[src/rtl/bit_serial_pkg.sv]
// Shared definitions for the bit-serial link: receiver state encoding, idle line
// level and counter-width helper used by both transmit and receive sides.
package bit_serial_pkg;

    localparam logic LINE_IDLE = 1'b1;

    typedef enum logic [2:0] {
        IDLE,
        START,
        DATA,
        PAR,
        STOP,
        BRK
    } rx_state_t;

    // Width of a counter that must hold 0..n-1; never narrower than one bit.
    function automatic int unsigned cnt_w(input int unsigned n);
        return (n < 2) ? 1 : $clog2(n);
    endfunction

endpackage

[src/rtl/bit_sync.sv]
// Two-flop synchroniser for the asynchronous serial line; resets to the idle level.
module bit_sync
    import bit_serial_pkg::*;
(
    input  logic clk,
    input  logic rst_n,
    input  logic i_d,
    output logic o_q
);

    logic r_meta;

    always_ff @(posedge clk) begin
        if (!rst_n) begin
            r_meta <= LINE_IDLE;
            o_q    <= LINE_IDLE;
        end else begin
            r_meta <= i_d;
            o_q    <= r_meta;
        end
    end

endmodule

[src/rtl/bit_serial_rx.sv]
// Serial receiver: start detect, mid-bit sampling, LSB-first deserialise, valid/ready out.
// Optional even parity bit enabled by defining BIT_SERIAL_RX_PARITY_EN.
module bit_serial_rx
    import bit_serial_pkg::*;
#(
    parameter int unsigned DATA_W       = 8,
    parameter int unsigned CLKS_PER_BIT = 4,
    parameter int unsigned HOLD_DEPTH   = 1
) (
    input  logic              clk,
    input  logic              rst_n,
    input  logic              i,
    output logic [DATA_W-1:0] o_data,
    output logic              o_valid,
    input  logic              i_ready,
    output logic              o_frm_err,
    output logic              o_ovr
);

    localparam int unsigned CNT_W  = cnt_w(CLKS_PER_BIT);
    localparam int unsigned BITS_W = cnt_w(DATA_W);

    localparam logic [CNT_W-1:0]  CNT_FULL  = CNT_W'(CLKS_PER_BIT - 1);
    localparam logic [CNT_W-1:0]  CNT_HALF  = CNT_W'(CLKS_PER_BIT / 2 - 1);
    localparam logic [BITS_W-1:0] BITS_LAST = BITS_W'(DATA_W - 1);

    if (HOLD_DEPTH != 1) begin : g_bad_hold
        $error("bit_serial_rx: HOLD_DEPTH must be 1");
    end
    if ((CLKS_PER_BIT < 4) || (CLKS_PER_BIT % 2 != 0)) begin : g_bad_cpb
        $error("bit_serial_rx: CLKS_PER_BIT must be even and >= 4");
    end
    if ((DATA_W < 1) || (DATA_W > 16)) begin : g_bad_dw
        $error("bit_serial_rx: DATA_W must be 1..16");
    end

    logic              w_s;
    rx_state_t         r_state, w_state_nx;
    logic [CNT_W-1:0]  r_cnt, w_cnt_nx;
    logic [BITS_W-1:0] r_bits, w_bits_nx;
    logic [DATA_W-1:0] r_shift, w_shift_nx;
    logic [DATA_W:0]   w_cat;
    logic              w_full;
    logic              w_deliver;
    logic              w_frm_err;
    logic              r_deliver;
`ifdef BIT_SERIAL_RX_PARITY_EN
    logic              r_par_err, w_par_err_nx;
`endif

    bit_sync u_sync (
        .clk   (clk),
        .rst_n (rst_n),
        .i_d   (i),
        .o_q   (w_s)
    );

    assign w_cat  = {w_s, r_shift};
    assign w_full = (r_cnt == CNT_FULL);

    always_comb begin
        w_state_nx = r_state;
        w_cnt_nx   = r_cnt + 1'b1;
        w_bits_nx  = r_bits;
        w_shift_nx = r_shift;
        w_deliver  = 1'b0;
        w_frm_err  = 1'b0;
`ifdef BIT_SERIAL_RX_PARITY_EN
        w_par_err_nx = r_par_err;
`endif
        case (r_state)
            IDLE: begin
                w_cnt_nx = '0;
                if (w_s != LINE_IDLE) begin
                    w_state_nx = START;
                    w_bits_nx  = '0;
`ifdef BIT_SERIAL_RX_PARITY_EN
                    w_par_err_nx = 1'b0;
`endif
                end
            end
            START: begin
                if (r_cnt == CNT_HALF) begin
                    w_cnt_nx   = '0;
                    w_state_nx = (w_s != LINE_IDLE) ? DATA : IDLE;
                end
            end
            DATA: begin
                if (w_full) begin
                    w_cnt_nx   = '0;
                    w_shift_nx = w_cat[DATA_W:1];
                    w_bits_nx  = r_bits + 1'b1;
                    if (r_bits == BITS_LAST) begin
`ifdef BIT_SERIAL_RX_PARITY_EN
                        w_state_nx = PAR;
`else
                        w_state_nx = STOP;
`endif
                    end
                end
            end
`ifdef BIT_SERIAL_RX_PARITY_EN
            PAR: begin
                if (w_full) begin
                    w_cnt_nx     = '0;
                    w_par_err_nx = ^w_cat;
                    w_state_nx   = STOP;
                end
            end
`endif
            STOP: begin
                if (w_full) begin
                    w_cnt_nx = '0;
                    if (w_s == LINE_IDLE) begin
                        w_state_nx = IDLE;
`ifdef BIT_SERIAL_RX_PARITY_EN
                        w_frm_err = r_par_err;
                        w_deliver = !r_par_err;
`else
                        w_deliver = 1'b1;
`endif
                    end else begin
                        w_frm_err  = 1'b1;
                        w_state_nx = BRK;
                    end
                end
            end
            BRK: begin
                w_cnt_nx = '0;
                if (w_s == LINE_IDLE) w_state_nx = IDLE;
            end
            default: begin
                w_cnt_nx   = '0;
                w_state_nx = IDLE;
            end
        endcase
    end

    always_ff @(posedge clk) begin
        if (!rst_n) begin
            r_state <= IDLE;
            r_cnt   <= '0;
            r_bits  <= '0;
            r_shift <= '0;
`ifdef BIT_SERIAL_RX_PARITY_EN
            r_par_err <= 1'b0;
`endif
        end else begin
            r_state <= w_state_nx;
            r_cnt   <= w_cnt_nx;
            r_bits  <= w_bits_nx;
            r_shift <= w_shift_nx;
`ifdef BIT_SERIAL_RX_PARITY_EN
            r_par_err <= w_par_err_nx;
`endif
        end
    end

    // r_shift is untouched in IDLE, so it is still the finished word one cycle later.
    always_ff @(posedge clk) begin
        if (!rst_n) begin
            r_deliver <= 1'b0;
            o_data    <= '0;
            o_valid   <= 1'b0;
            o_frm_err <= 1'b0;
            o_ovr     <= 1'b0;
        end else begin
            r_deliver <= w_deliver;
            o_frm_err <= w_frm_err;
            o_ovr     <= 1'b0;
            if (r_deliver) begin
                if (o_valid && !i_ready) begin
                    o_ovr <= 1'b1;
                end else begin
                    o_data  <= r_shift;
                    o_valid <= 1'b1;
                end
            end else if (o_valid && i_ready) begin
                o_valid <= 1'b0;
            end
        end
    end

endmodule

[config.mk]
export PLATFORM = sky130hd
export DESIGN_NAME = bit_serial_rx
export DESIGN_NICKNAME = d
export VERILOG_FILES = /design/src/rtl/bit_serial_pkg.sv /design/src/rtl/bit_sync.sv /design/src/rtl/bit_serial_rx.sv
export SDC_FILE = /design/constraint.sdc
export NUM_CORES = 1
export LEC_CHECK = 0
export CAP_MARGIN = 15
export CORE_MARGIN = 2
export CORE_UTILIZATION = 45
export CTS_BUF_LIST = sky130_fd_sc_hd__clkbuf_8 sky130_fd_sc_hd__clkbuf_16
export CTS_CLUSTER_DIAMETER = 120
export DETAILED_ROUTE_END_ITERATION = 16
export PLACE_DENSITY = 0.69
export SLEW_MARGIN = 20
export SYNTH_ARGS = -nofsm -noshare
export SYNTH_HDL_FRONTEND = slang
export SYNTH_SLANG_ARGS = --single-unit
[constraint.sdc]
create_clock -name clk -period 2.7 [get_ports clk]
set_clock_uncertainty 0.15 [all_clocks]
set_input_delay 0.54 -clock clk [delete_from_list [all_inputs] [get_ports clk]]
set_output_delay 0.54 -clock clk [all_outputs]
set_load 0.03 [all_outputs]
# Word-level counts from Yosys, hierarchy flattened
# Index checks and enable logic that the tools add are counted.
# word_totals
elab_cells	63
out_inout_bits	11
input_bits	4
register_bits	30
# classes
eq_ne	14
muxes	21
bitwise_logic	1
reduce_logical	14
addsub	2
# ops
operator	count
3-bit two-way mux	9
3-bit one-hot mux with 5 select lines	1
2-bit inequality test, second input constant	6
3-bit equality test, second input constant	3
2-bit AND reduction	4
1-bit two-way mux	6
2-bit two-way mux	3
3-bit one-hot mux with 2 select lines	1
3-bit AND reduction	2
6-bit AND reduction	1
2-bit one-hot mux with 2 select lines	1
2-bit nonzero test	2
3-bit by 1-bit adder with 3-bit output, second input constant	1
3-bit by 1-bit equality test with 1-bit output, second input constant	1
3-bit by 2-bit equality test with 1-bit output, second input constant	1
3-bit zero test	1
2-bit by 1-bit adder with 2-bit output, second input constant	1
2-bit by 1-bit equality test with 1-bit output, second input constant	1
2-bit equality test, second input constant	1
1-bit logical AND	2
2-bit by 1-bit inequality test with 1-bit output, second input constant	1
2-bit OR reduction	1
1-bit zero test	1
1-bit NOT	1

# Depth between registers and ports, before layout
# logic_depth
depth_word	4
mapped_depth	6
ltp_nobuf	6

# Cells and area by module
# A second synthesis with hierarchy kept.
# unflattened
cells_unflattened	139
area_unflattened_um2	1365.1
# by_module_without_submodules
module	seq_area_each_um2	cells_per_inst	instances	area_each_um2
bit_serial_rx	560.5	135	1	1312.5
bit_sync	40.0	4	1	52.6

# Least setup slack after synthesis
# Ideal clock, no wire load.
# synth_path
kind	register -> register
from	register o_valid
to	register o_data[0]
setup_ns	0.116
required_time_ns	2.434
arrival_ns	1.250
path_buffers	1
stages_incl_launch_ff	6
path_slack_ns	1.184
period_less_slack_ns	1.516
cell_sequence	dfxtp_1 > nor2b_1 > nand2b_1 > buf_2 > mux2i_1 > nor2b_1
# synth_via
elab_chain_cells	3
# synth_rtl
item	line_no	text
from (decl)	bit_serial_rx.sv:14	output logic o_valid,
from (signal assigned)	bit_serial_rx.sv:164	o_valid <= 1'b0;
from (signal assigned)	bit_serial_rx.sv:176	o_valid <= 1'b1;
from (signal assigned)	bit_serial_rx.sv:179	o_valid <= 1'b0;
1-bit logical AND	bit_serial_rx.sv:172	if (o_valid && !i_ready) begin
1-bit NOT (no source line)	-	
2-bit AND reduction (no source line)	-	
to (signal assigned)	bit_serial_rx.sv:175	o_data <= r_shift;
to (decl)	bit_serial_rx.sv:13	output logic [DATA_W-1:0] o_data,
# No other way between the ends.
# A chain may end at the register's enable or synchronous reset.

# Worst setup path after layout
# layout_path
from	register o_data[0]
to	output o_data[0]
# No word-level cell between the ends.

==> summary.md <==
| Metric | Value |
|---|---|
| Top-area cell type share of the netlist area | `~47%` |
| Placer Congestion | `0.775` |
| Area leader, netlist | `dfxtp_1` |
| Final worst path period share | `~73%` |
| Vias | `~930` |
| Post-synth EDFFs | `0` |
| Die Ht | `roughly 57 um` |
| First-pass GRT wire length | `approximately 3800 um` |
| CP bufs+invs | `1` |
| Setup ws final | `0.716 ns` |
| Synth Area in XOR/XNOR | `approximately 1.3%` |
| RSZ-0062 raised after global routing | `false` |
| Highest ir drop seen on vdd | `around 0.47 mV` |
| Dpl ws | `0.539 ns` |
| Pre-antenna DRT Iters | `4` |
| Fmax | `0.504 GHz` |
| Synth Register Bits | `30` |
| Status | `finished, final reports clean` |
| Largest family of logic cells by synthesized area | `simple AND/OR/NAND/NOR gates` |
| Yosys cell types | `29` |
| Hold Fails Final Rpt | `0` |
| CORE AREA | `roughly 0.0027 mm2` |
| Setup TNS Final | `0 ns` |
| # hold bufs at CTS | `0` |
| Total power | `0.919 mW` |
| DP HPWL | `between 1500 and 2000 um` |
| I/O pin cnt | `15` |
| Area occupied by registers | `roughly 600 um2` |
| Post-CTS setup buffer count | `0` |
| CP Class | `flip-flop to output port` |
| Cell count after synthesis | `between 100 and 150` |
| Hold WC Path Type | `flip-flop to flip-flop` |
| Max-cap viol count | `0` |
| Input/output buffers | `14` |
| Antenna cells | `0` |
| Chip Width | `about 57 um` |
| Post-synthesis simple-gate area fraction | `between 20% and 30%` |
| DRT iter0 DRCs | `14` |
| Slew margin rel. | `between 60% and 70%` |
| Final #Nets | `between 150 and 200` |
| Finished layout cell area | `0.00151 mm2` |
| Main area contributors after synthesis | `dfxtp_1 47%, mux2i_1 9.4%, nand2_1 6.8%, nor2b_1 5.4%, ha_1 4.9%` |
| Post-synthesis mux area share | `a little under a tenth` |
| Min cycle time layout | `about 2.0 ns` |
| Cells after DPL | `approximately 170` |
| Total wire length | `around 2100 um` |
| Clk sink count | `30` |
| CP delay by family, top | `buffers and inverters` |
| Mean routed wirelength per cell | `between 10 and 15 um` |
| TritonCTS clock tree | `built` |
| CP Max Fanout | `2` |
| Compound-Gate Fraction of Synth Area | `9.49%` |
| Max incr delay on CP | `0.67 ns` |
| Fin cells | `between 150 and 200` |
| Initial core utilization | `46.8%` |
| Antenna violations before repair | `0` |
| Post_cts resized | `0` |
| Mapped Area | `between 0.001 and 0.0015 mm2` |
| Post-route DRC | `0` |
| Pleak | `0.611 nW` |
| Least-Margin Pin Slew | `between 0.5 and 0.6 ns` |
| Htree depth | `2` |
| Seq/Total Area, Yosys | `a little under half` |
| Slowest CP cell | `clkdlybuf4s50_1` |
| Critical Path AT | `~1.3 ns` |
| Total CTS buffers | `5` |
| Most common cell in the netlist | `dfxtp_1` |
| Final Util | `between 50% and 60%` |
| Die area | `roughly 0.0033 mm2` |
| Share of cells above drive strength 1 | `just under 9%` |
| List of most frequent post-synthesis cells | `30 x dfxtp_1, 23 x nand2_1, 12 x mux2i_1` |
| Setup crit start kind | `flip-flop` |
| Pins over their slew limit | `0` |
| CP cell instances | `clkdlybuf4s50_1` |
| Yosys warnings | `0` |
| Syn Area/Cell | `9.54 um2` |
| Post-Synth Adder-Cell Area | `4.89%` |
| Synthesis-to-layout area growth | `18.1%` |
| Power per cell area | `609 mW/mm2` |
| Worst hold slack | `approximately 0.27 ns` |
| Commonest register cell after synthesis | `dfxtp_1` |
| Area taken by multi-input logic gates | `629 um2` |
| Final setup vio count | `0` |
| Maximum clock path buffer count | `2` |
| Vias in the first global route | `between 800 and 900` |
| Reg clk slew, reported paths | `approximately 0.060 ns` |
| Cell Area, Placed | `roughly 0.0014 mm2` |
| Largest net degree at the start of global routing | `20` |
| Skew-Pair Late Insertion Delay | `approximately 0.27 ns` |
| Syn nets | `143` |
| Fill cells | `253` |
| Vias per cell | `between 5 and 6` |
| Post-synth ARST share | `0%` |
| Root Driver | `clkbuf_8` |
| GRT Total Usage | `14.9%` |
| Num rows | `19` |
| Crit end category | `output port` |
| Worst Path Required | `about 2 ns` |
| GR Overflow Total | `0` |
| Post-route ant nets | `0` |
==> metal layers <==
metal / GRT usage, % / vias up / wire [um]
met2: 25.0 / 18 / 1020
met3: 4.76 / 2 / 71
met1: 18.1 / 439 / 995
met5: 0 / - / 0
li1: - / 475 / -
met4: 4.98 / 0 / 23
==> final timing paths <==
| check | endpoint | cells past startpoint | slack (ns) | start |
|---|---|---|---|---|
| worst max register to register | r_bits[0]$_SDFFE_PN0P_ | 5 | 1.03 | r_cnt[0]$_SDFF_PN0_ |
| worst max-delay path | o_data[0] | 1 | 0.72 | o_data[0]$_SDFFE_PN0P_ |
| worst min-delay path | u_sync.o_q$_SDFF_PN1_ | 1 | 0.27 | u_sync.r_meta$_SDFF_PN1_ |
| worst min register to register | u_sync.o_q$_SDFF_PN1_ | 1 | 0.27 | u_sync.r_meta$_SDFF_PN1_ |
==> cells by family (layout without fill, tap and decap cells) <==
logic type               count (synthesis)  in the layout
XOR/XNOR                                 1              1
adder cells (fa/ha/maj)                  5              5
AND/OR/NAND/NOR                         60             60
buffers and inverters                   10             25
AO/OA/AOI/OAI                           16             16
multiplexers                            12             12
flip-flops                              30             30
==> where the power goes <==
part / switching, mW / total [mW] / internal (mW)
logic: 0.0590 / 0.118 / 0.0592
clock network: 0.151 / 0.323 / 0.172
registers: 0.0221 / 0.478 / 0.456
==> flip-flops by register name, summed over array words and instances (netlist names) <==
register,flops
u_sync.o_q,1
r_deliver,1
r_shift,8
o_frm_err,1
u_sync.r_meta,1
r_bits,3
o_ovr,1
o_valid,1
o_data,8
r_cnt,2
r_state,3
==> layout make-up <==
class                   count  area share [%]
clock buffers               5            4.56
clock inverters             2           0.663
inverters                   2           0.497
multi-input cells          94            41.7
flip-flops and latches     30            39.8
well taps                  31            2.57
repair buffers             16            10.3
==> placed cells by master (no fill, tap or decap), drive strengths merged, types with 2 or more instances in the layout <==
cell type       n
a21boi         10
a21oi           2
and3            2
buf             2
clkbuf          5
clkdlybuf4s50  14
clkinv          2
dfxtp          30
ha              5
inv             2
mux2i          12
nand2          23
nand2b          5
nand3           2
nand3b          3
nand4           2
nor2            7
nor2b          11
(Power assumes the default switching activity.)
